--- config.mk ---
export PLATFORM = sky130hd
export DESIGN_NAME = imem_boot_loader
export DESIGN_NICKNAME = d
export VERILOG_FILES = /design/src/rtl/imem_boot_loader_pkg.sv /design/src/rtl/imem_boot_loader.sv
export SDC_FILE = /design/constraint.sdc
export NUM_CORES = 1
export LEC_CHECK = 0
export ABC_AREA = 1
export CAP_MARGIN = 15
export CORE_MARGIN = 2
export CORE_UTILIZATION = 41
export DETAILED_ROUTE_END_ITERATION = 8
export PLACE_DENSITY = 0.85
export SLEW_MARGIN = 0
export SYNTH_ARGS = -nofsm -noshare
export SYNTH_HDL_FRONTEND = slang
export SYNTH_SLANG_ARGS = --single-unit
--- constraint.sdc ---
create_clock -name i_clk -period 4 [get_ports i_clk]
set_input_delay 1.2 -clock i_clk [delete_from_list [all_inputs] [get_ports i_clk]]
set_output_delay 1.2 -clock i_clk [all_outputs]
set_load 0.005 [all_outputs]
--- src/rtl/imem_boot_loader_pkg.sv ---
// Shared constants for the instruction-memory boot loader.
// This covers the state encoding and the default geometry of the boot image.
package imem_boot_loader_pkg;

  localparam int unsigned WORD_W_DEF    = 32;
  localparam int unsigned ADDR_W_DEF    = 32;
  localparam int unsigned DEPTH_DEF     = 64;
  localparam int unsigned BASE_ADDR_DEF = 4;
  localparam int unsigned STEP_DEF      = 4;

  localparam logic [2:0] S_IDLE    = 3'd0;
  localparam logic [2:0] S_CLEAR   = 3'd1;
  localparam logic [2:0] S_LOAD    = 3'd2;
  localparam logic [2:0] S_RELEASE = 3'd3;
  localparam logic [2:0] S_RUN     = 3'd4;
  localparam logic [2:0] S_FAULT   = 3'd5;

endpackage

--- src/rtl/imem_boot_loader.sv ---
// Boot sequencer for the instruction memory: clear all entries, stream a program in,
// then release the core. Owns the memory write port and muxes the read address.
module imem_boot_loader
  import imem_boot_loader_pkg::*;
#(
  parameter int unsigned WORD_W    = WORD_W_DEF,
  parameter int unsigned ADDR_W    = ADDR_W_DEF,
  parameter int unsigned DEPTH     = DEPTH_DEF,
  parameter int unsigned BASE_ADDR = BASE_ADDR_DEF,
  parameter int unsigned STEP      = STEP_DEF
) (
  input  logic                     i_clk,
  input  logic                     i_rst_n,
  input  logic                     i_ld_start,
  input  logic                     i_ld_valid,
  input  logic [WORD_W-1:0]        i_ld_data,
  input  logic                     i_ld_last,
  output logic                     o_ld_ready,
  input  logic [ADDR_W-1:0]        i_core_pc,
  output logic [ADDR_W-1:0]        o_imem_raddr,
  output logic                     o_imem_we,
  output logic [ADDR_W-1:0]        o_imem_waddr,
  output logic [WORD_W-1:0]        o_imem_wdata,
  output logic                     o_core_stall,
  output logic                     o_core_pc_rst,
  output logic [$clog2(DEPTH):0]   o_word_cnt,
  output logic                     o_busy,
  output logic                     o_err
);

  localparam int unsigned IDX_W = $clog2(DEPTH);
  localparam int unsigned CNT_W = $clog2(DEPTH) + 1;

  logic [2:0]        r_state, w_state_nxt;
  logic [IDX_W-1:0]  r_clr_idx, w_clr_idx_nxt;
  logic [ADDR_W-1:0] r_wptr, w_wptr_nxt;
  logic [CNT_W-1:0]  r_word_cnt, w_word_cnt_nxt;
  logic              r_err, w_err_nxt;

  logic w_accept;
  logic w_overflow;
  logic w_load_we;

  // A restart pulse wins over a word offered in the same cycle.
  assign w_accept   = (r_state == S_LOAD) && i_ld_valid && !i_ld_start;
  assign w_overflow = r_wptr >= ADDR_W'(DEPTH);
  assign w_load_we  = w_accept && !w_overflow;

  always_comb begin
    w_state_nxt    = r_state;
    w_clr_idx_nxt  = r_clr_idx;
    w_wptr_nxt     = r_wptr;
    w_word_cnt_nxt = r_word_cnt;
    w_err_nxt      = r_err;
    if (i_ld_start) begin
      w_state_nxt    = S_CLEAR;
      w_clr_idx_nxt  = '0;
      w_word_cnt_nxt = '0;
      w_err_nxt      = 1'b0;
    end else begin
      case (r_state)
        S_IDLE: ;
        S_CLEAR: begin
          w_clr_idx_nxt = r_clr_idx + IDX_W'(1);
          if (r_clr_idx == IDX_W'(DEPTH - 1)) begin
            w_state_nxt    = S_LOAD;
            w_wptr_nxt     = ADDR_W'(BASE_ADDR);
            w_word_cnt_nxt = '0;
          end
        end
        S_LOAD: begin
          if (w_accept) begin
            if (w_overflow) begin
              w_err_nxt   = 1'b1;
              w_state_nxt = S_FAULT;
            end else begin
              w_wptr_nxt     = r_wptr + ADDR_W'(STEP);
              w_word_cnt_nxt = r_word_cnt + CNT_W'(1);
              if (i_ld_last) w_state_nxt = S_RELEASE;
            end
          end
        end
        S_RELEASE: w_state_nxt = S_RUN;
        S_RUN:     ;
        S_FAULT:   ;
        default:   w_state_nxt = S_IDLE;
      endcase
    end
  end

  always_ff @(posedge i_clk or negedge i_rst_n) begin
    if (!i_rst_n) begin
      r_state    <= S_IDLE;
      r_clr_idx  <= '0;
      r_wptr     <= '0;
      r_word_cnt <= '0;
      r_err      <= 1'b0;
    end else begin
      r_state    <= w_state_nxt;
      r_clr_idx  <= w_clr_idx_nxt;
      r_wptr     <= w_wptr_nxt;
      r_word_cnt <= w_word_cnt_nxt;
      r_err      <= w_err_nxt;
    end
  end

  always_comb begin
    o_imem_we    = (r_state == S_CLEAR) || w_load_we;
    o_imem_waddr = '0;
    if (r_state == S_CLEAR) o_imem_waddr = ADDR_W'(r_clr_idx);
    else if (r_state == S_LOAD) o_imem_waddr = r_wptr;
    o_imem_wdata = w_load_we ? i_ld_data : '0;
  end

  assign o_ld_ready    = (r_state == S_LOAD);
  assign o_imem_raddr  = (r_state == S_RUN) ? i_core_pc : '0;
  assign o_core_stall  = (r_state != S_RUN);
  assign o_core_pc_rst = (r_state == S_RELEASE);
  assign o_busy        = (r_state == S_CLEAR) || (r_state == S_LOAD);
  assign o_word_cnt    = r_word_cnt;
  assign o_err         = r_err;

endmodule

==> After elaboration in Yosys (flattened, before gate mapping) <==
Cells that the tools add are included.
{ "classes": {"n_reduce_logical": 19, "n_lt_le_gt_ge": 1, "bitwise": 1, "add_sub_neg": 3, "muxes": 25, "eq_ne": 15} }
{ "ops": {"columns": ["op", "n"], "rows": [
  ["2-to-1 mux 32 bit", 7],
  ["case mux 32 bit (2 select lines)", 1],
  ["adder 32 x 3 -> 32 bit (second input constant)", 1],
  ["greater-or-equal comparator 32 x 7 -> 1 bit (second input constant)", 1],
  ["2-to-1 mux 7 bit", 4],
  ["2-to-1 mux 3 bit", 5],
  ["case mux 7 bit (2 select lines)", 1],
  ["2-to-1 mux 6 bit", 2],
  ["case mux 3 bit (4 select lines)", 1],
  ["nonzero test 2 bit", 5],
  ["inequality test 3 bit (second input constant)", 3],
  ["AND reduction 4 bit", 2],
  ["adder 7 x 1 -> 7 bit (second input constant)", 1],
  ["adder 6 x 1 -> 6 bit (second input constant)", 1],
  ["== test 3 x 2 -> 1 bit (second input constant)", 2],
  ["== test 3 bit (second input constant)", 2],
  ["== test 6 bit (second input constant)", 1],
  ["AND reduction 5 bit", 1],
  ["2-to-1 mux 1 bit", 4],
  ["inequality test 2 x 1 -> 1 bit (second input constant)", 2],
  ["inequality test 2 bit (second input constant)", 2],
  ["inequality test 4 x 3 -> 1 bit (second input constant)", 1],
  ["== test 3 x 1 -> 1 bit (second input constant)", 1],
  ["logical AND 1 bit", 3],
  ["8 further kinds", 10]
]} }
{ "totals": {"wordCells": 69, "output_inout_bits": 109, "input_bits": 69, "register_bits": 49} }

==> Longest topological paths before layout <==
{ "logic_depth": {"depth_word": 6, "depth_mapped": 12, "mapped_depth_nobuf": 11} }

==> Worst setup path after synthesis <==
Ideal clock, no wire load.
{ "synth_timing": {"kind": "in2out", "from": "input i_ld_start", "to": "output o_imem_wdata[22]", "arrival_time_ns": 1.963, "stages": 5, "t_required_ns": 2.800, "slack_ns": 0.837, "n_path_buf": 2, "cell_sequence": "buf_2 -> nor2_1 -> nand3_2 -> buf_2 -> nor2_1"} }
{ "synth_via": {"elab_chain_cells": 4} }
{ "synth_lines": {"columns": ["item", "line", "source"], "rows": [
  ["from (decl)", "imem_boot_loader.sv:14", "input logic i_ld_start,"],
  ["zero test 1 bit", "imem_boot_loader.sv:45", "assign w_accept = (r_state == S_LOAD) && i_ld_valid && !i_ld_start;"],
  ["logical AND 1 bit", "imem_boot_loader.sv:45", null],
  ["logical AND 1 bit", "imem_boot_loader.sv:47", "assign w_load_we = w_accept && !w_overflow;"],
  ["2-to-1 mux 32 bit", "imem_boot_loader.sv:112", "o_imem_wdata = w_load_we ? i_ld_data : '0;"],
  ["to (decl)", "imem_boot_loader.sv:23", "output logic [WORD_W-1:0] o_imem_wdata,"]
]} }
Every way passes these cells.

==> Final worst setup path <==
{ "layout_timing": {"from": "input i_ld_start", "to": "output o_imem_wdata[6]"} }
The elaborated chain is that of the path after synthesis.

==> summary.md <==
| Metric | Value |
|---|---|
| Compound-Gate Fraction of Synth Area | `3.17%` |
| Initial Util | `42.2%` |
| IO Pins | `178` |
| Synth top area share | `38.7%` |
| CP Class | `in2out` |
| Fin cells | `754` |
| Place WS | `-0.0435 ns` |
| Met3 routed wirelength | `728 microns` |
| Clock buffer depth | `2` |
| Critical path data required time | `2.80 ns` |
| Syn-to-layout area delta | `69.6%` |
| Post-Route WL | `10.4 mm` |
| Largest net degree at the start of global routing | `48` |
| Vias in the first global route | `3371` |
| Cell taking the most area after synthesis | `dfrtp_1` |
| Die Ht | `90.1 microns` |
| Clk_lat worst skew | `0.30 ns` |
| Final setup TNS | `0 ns` |
| Synth Net Count | `545` |
| CTS Hold Bufs | `0` |
| CTS Root Buffer Type | `clkbuf_8` |
| Post-synthesis mux area share | `0%` |
| Total die area | `8120 sq um` |
| Worst-margin pin slew | `0.564 ns` |
| Post-synthesis sequential area ratio | `38.7%` |
| Final nets | `727` |
| Post-synthesis cell count | `472` |
| GRT Total Usage | `24.4%` |
| Clk sinks | `47` |
| M1 WL | `4.14 mm` |
| Die Wd | `90.1 microns` |
| Slack of the critical path | `0.193 ns` |
| Yosys warning count | `0` |
| Worst VDD drop | `0.000263 V` |
| 1st-iter DRT viols | `117` |
| Floorplan row count | `31` |
| TritonCTS clock tree | `built` |
| Cells after DPL | `736` |
| Synth Area in Adders | `1.65%` |
| Pwr/cell area | `270 nW/um^2` |
| Top cells by area, synth | `dfrtp_1 39%, nor2_1 18%, inv_1 13%` |
| Critical Path Source Type | `primary input` |
| DR WL/cell | `13.8 microns` |
| # diodes | `0` |
| RSZ-0062 raised after global routing | `no` |
| Residual DRC count | `0` |
| H-tree Lvls | `2` |
| Met2 WL post-DR | `5.17 mm` |
| CP arrival | `2.61 ns` |
| Port Buffers | `177` |
| Post-layout power | `0.00139 W` |
| Via density | `4.65` |
| Synth Register Bits | `47` |
| CTS buffer count | `5` |
| Largest family of logic cells by synthesized area | `simple AND/OR/NAND/NOR gates` |
| Crit Path Max Fanout | `5` |
| Status | `finished clean` |
| Syn avg cell area | `6.44 sq um` |
| Clock Pin Slew Worst Setup and Hold Paths | `0.09 ns` |
| Pins Over Slew Limit | `0` |
| GP Congestion | `0.926` |
| Antenna Nets Post-Route | `0` |
| DP HPWL | `7.77 mm` |
| Clock Skew | `0.0126 ns` |
| Via count | `3505` |
| Synth Area in XOR/XNOR | `1.44%` |
| Share of layout cells above drive strength 1 | `9.31%` |
| Min Tclk post-route | `3.81 ns` |
| MaxCap Viol Count | `0` |
| HP Class | `reg2reg` |
| Leakage power | `2.91 nW` |
| Max Used Layer | `met4` |
| Drt first pass iters | `4` |
| Kind of end point of the critical path | `output port` |
| Count of cell types in the netlist | `31` |
| # setup viols final | `0` |
| Global route overflow | `0` |
| Worst slew margin relative to its limit | `62.3%` |
| Fin crit share | `95.2%` |
| Initial antenna violation count | `0` |
| Fmax | `0.263 GHz` |
| Core area | `7210 sq um` |
| Final hold viol count | `0` |
| First-pass GRT wire length | `16.3 mm` |
| Synth Area in Simple Gates | `36.9%` |
| Cell Area, Synth | `3040 sq um` |
[path summary, 6_finish.rpt]
kind / from / to / slack, ns / cells past startpoint
setup / recovery: i_ld_start / o_imem_wdata[6] / 0.19 / 6
hold / removal: r_wptr[14] / r_wptr[14] / 0.52 / 2
setup reg to reg: r_state[0] / r_wptr[6] / 1.71 / 11
hold reg to reg: r_wptr[14] / r_wptr[14] / 0.52 / 2
max in group asynchronous: i_rst_n / r_wptr[28] / 2.62 / 2
min in group asynchronous: i_rst_n / r_clr_idx[4] / 0.86 / 1
[where the power goes]
part | internal [W] | switching [W]
clock | 0.000122 | 0.000162
combinational | 0.000237 | 0.000331
sequential | 0.000506 | 0.0000321
[synth_stat cells]
library cell	n
nor2_4	1
o21a_1	1
nor2_2	12
a211oi_1	1
clkbuf_1	7
buf_6	2
buf_2	6
xnor2_1	1
inv_1	108
or2_2	1
nor3_1	6
ha_1	4
o21ai_1	3
inv_2	11
nand2_1	68
nand2_4	1
buf_4	1
dfrtp_1	47
o21ai_0	8
inv_4	1
xor2_1	4
nand3_2	4
nand2_2	3
nor4_1	4
nand3_1	12
a21oi_1	4
nand3_4	1
buf_8	1
nand4_1	6
nor2_1	142
o22ai_1	1
[critical path, cell delays in order]
cell             delay (ns)
dlygate4sd2_1          0.31
nor2_4                 0.16
nand3_4                0.13
clkbuf_16              0.20
nor2_1                 0.09
clkdlybuf4s50_1        0.52
[routing by layer]
layer	up-vias	global-route usage, %
met4	0	7.95
met3	29	6.54
met2	150	44.9
li1	1723	-
met1	1603	27.3
met5	-	0
[cells by family (layout without fill, tap and decap cells)]
| family | after synthesis | in the layout |
|---|---|---|
| AND/OR/NAND/NOR | 261 | 261 |
| flip-flops | 47 | 47 |
| adder cells (fa/ha/maj) | 4 | 4 |
| buffers and inverters | 137 | 320 |
| AO/OA/AOI/OAI | 18 | 18 |
| XOR/XNOR | 5 | 5 |
[placed cells by master, fill, tap and decap left out, types with 8 or more instances in the layout]
master and instances:
buf_4 10, nand3_1 12, o21ai_0 8, inv_1 107, dlymetal6s2s_1 21, inv_2 12
nor2_2 12, clkdlybuf4s50_1 150, nand2_1 68, nor2_1 141, dfrtp_1 47
[registers in the layout (all words and copies together) (netlist names)]
signal	flops
r_state	3
o_err	1
r_clr_idx	6
o_word_cnt	7
r_wptr	30
[per-stage QoR]
step	instance area [sq um]	util, %	hold slack, ns
after floorplan	3040	-	0.476
after global placement	4880	67.7	0.499
after detailed placement	4880	67.7	0.509
after CTS	4970	68.8	0.522
after global routing	5160	71.5	0.550
final	5160	71.5	0.522
[layout make-up]
class,instances,area [sq um]
flip-flops and latches,47,1180
inverters,120,453
clock inverters,3,20.0
well taps,99,124
fillers,579,2060
clock buffers,5,68.8
multi-input cells,288,1330
repair buffers,192,1990
[timing repair]
item / 4_1_cts / 5_1_grt
gates resized for setup: 6 / 24
setup endpoints to repair: 21 / 29
buffers inserted: 0 / 6
gates cloned: 0 / 3
No activity file was read; power rests on OpenSTA's default activity.
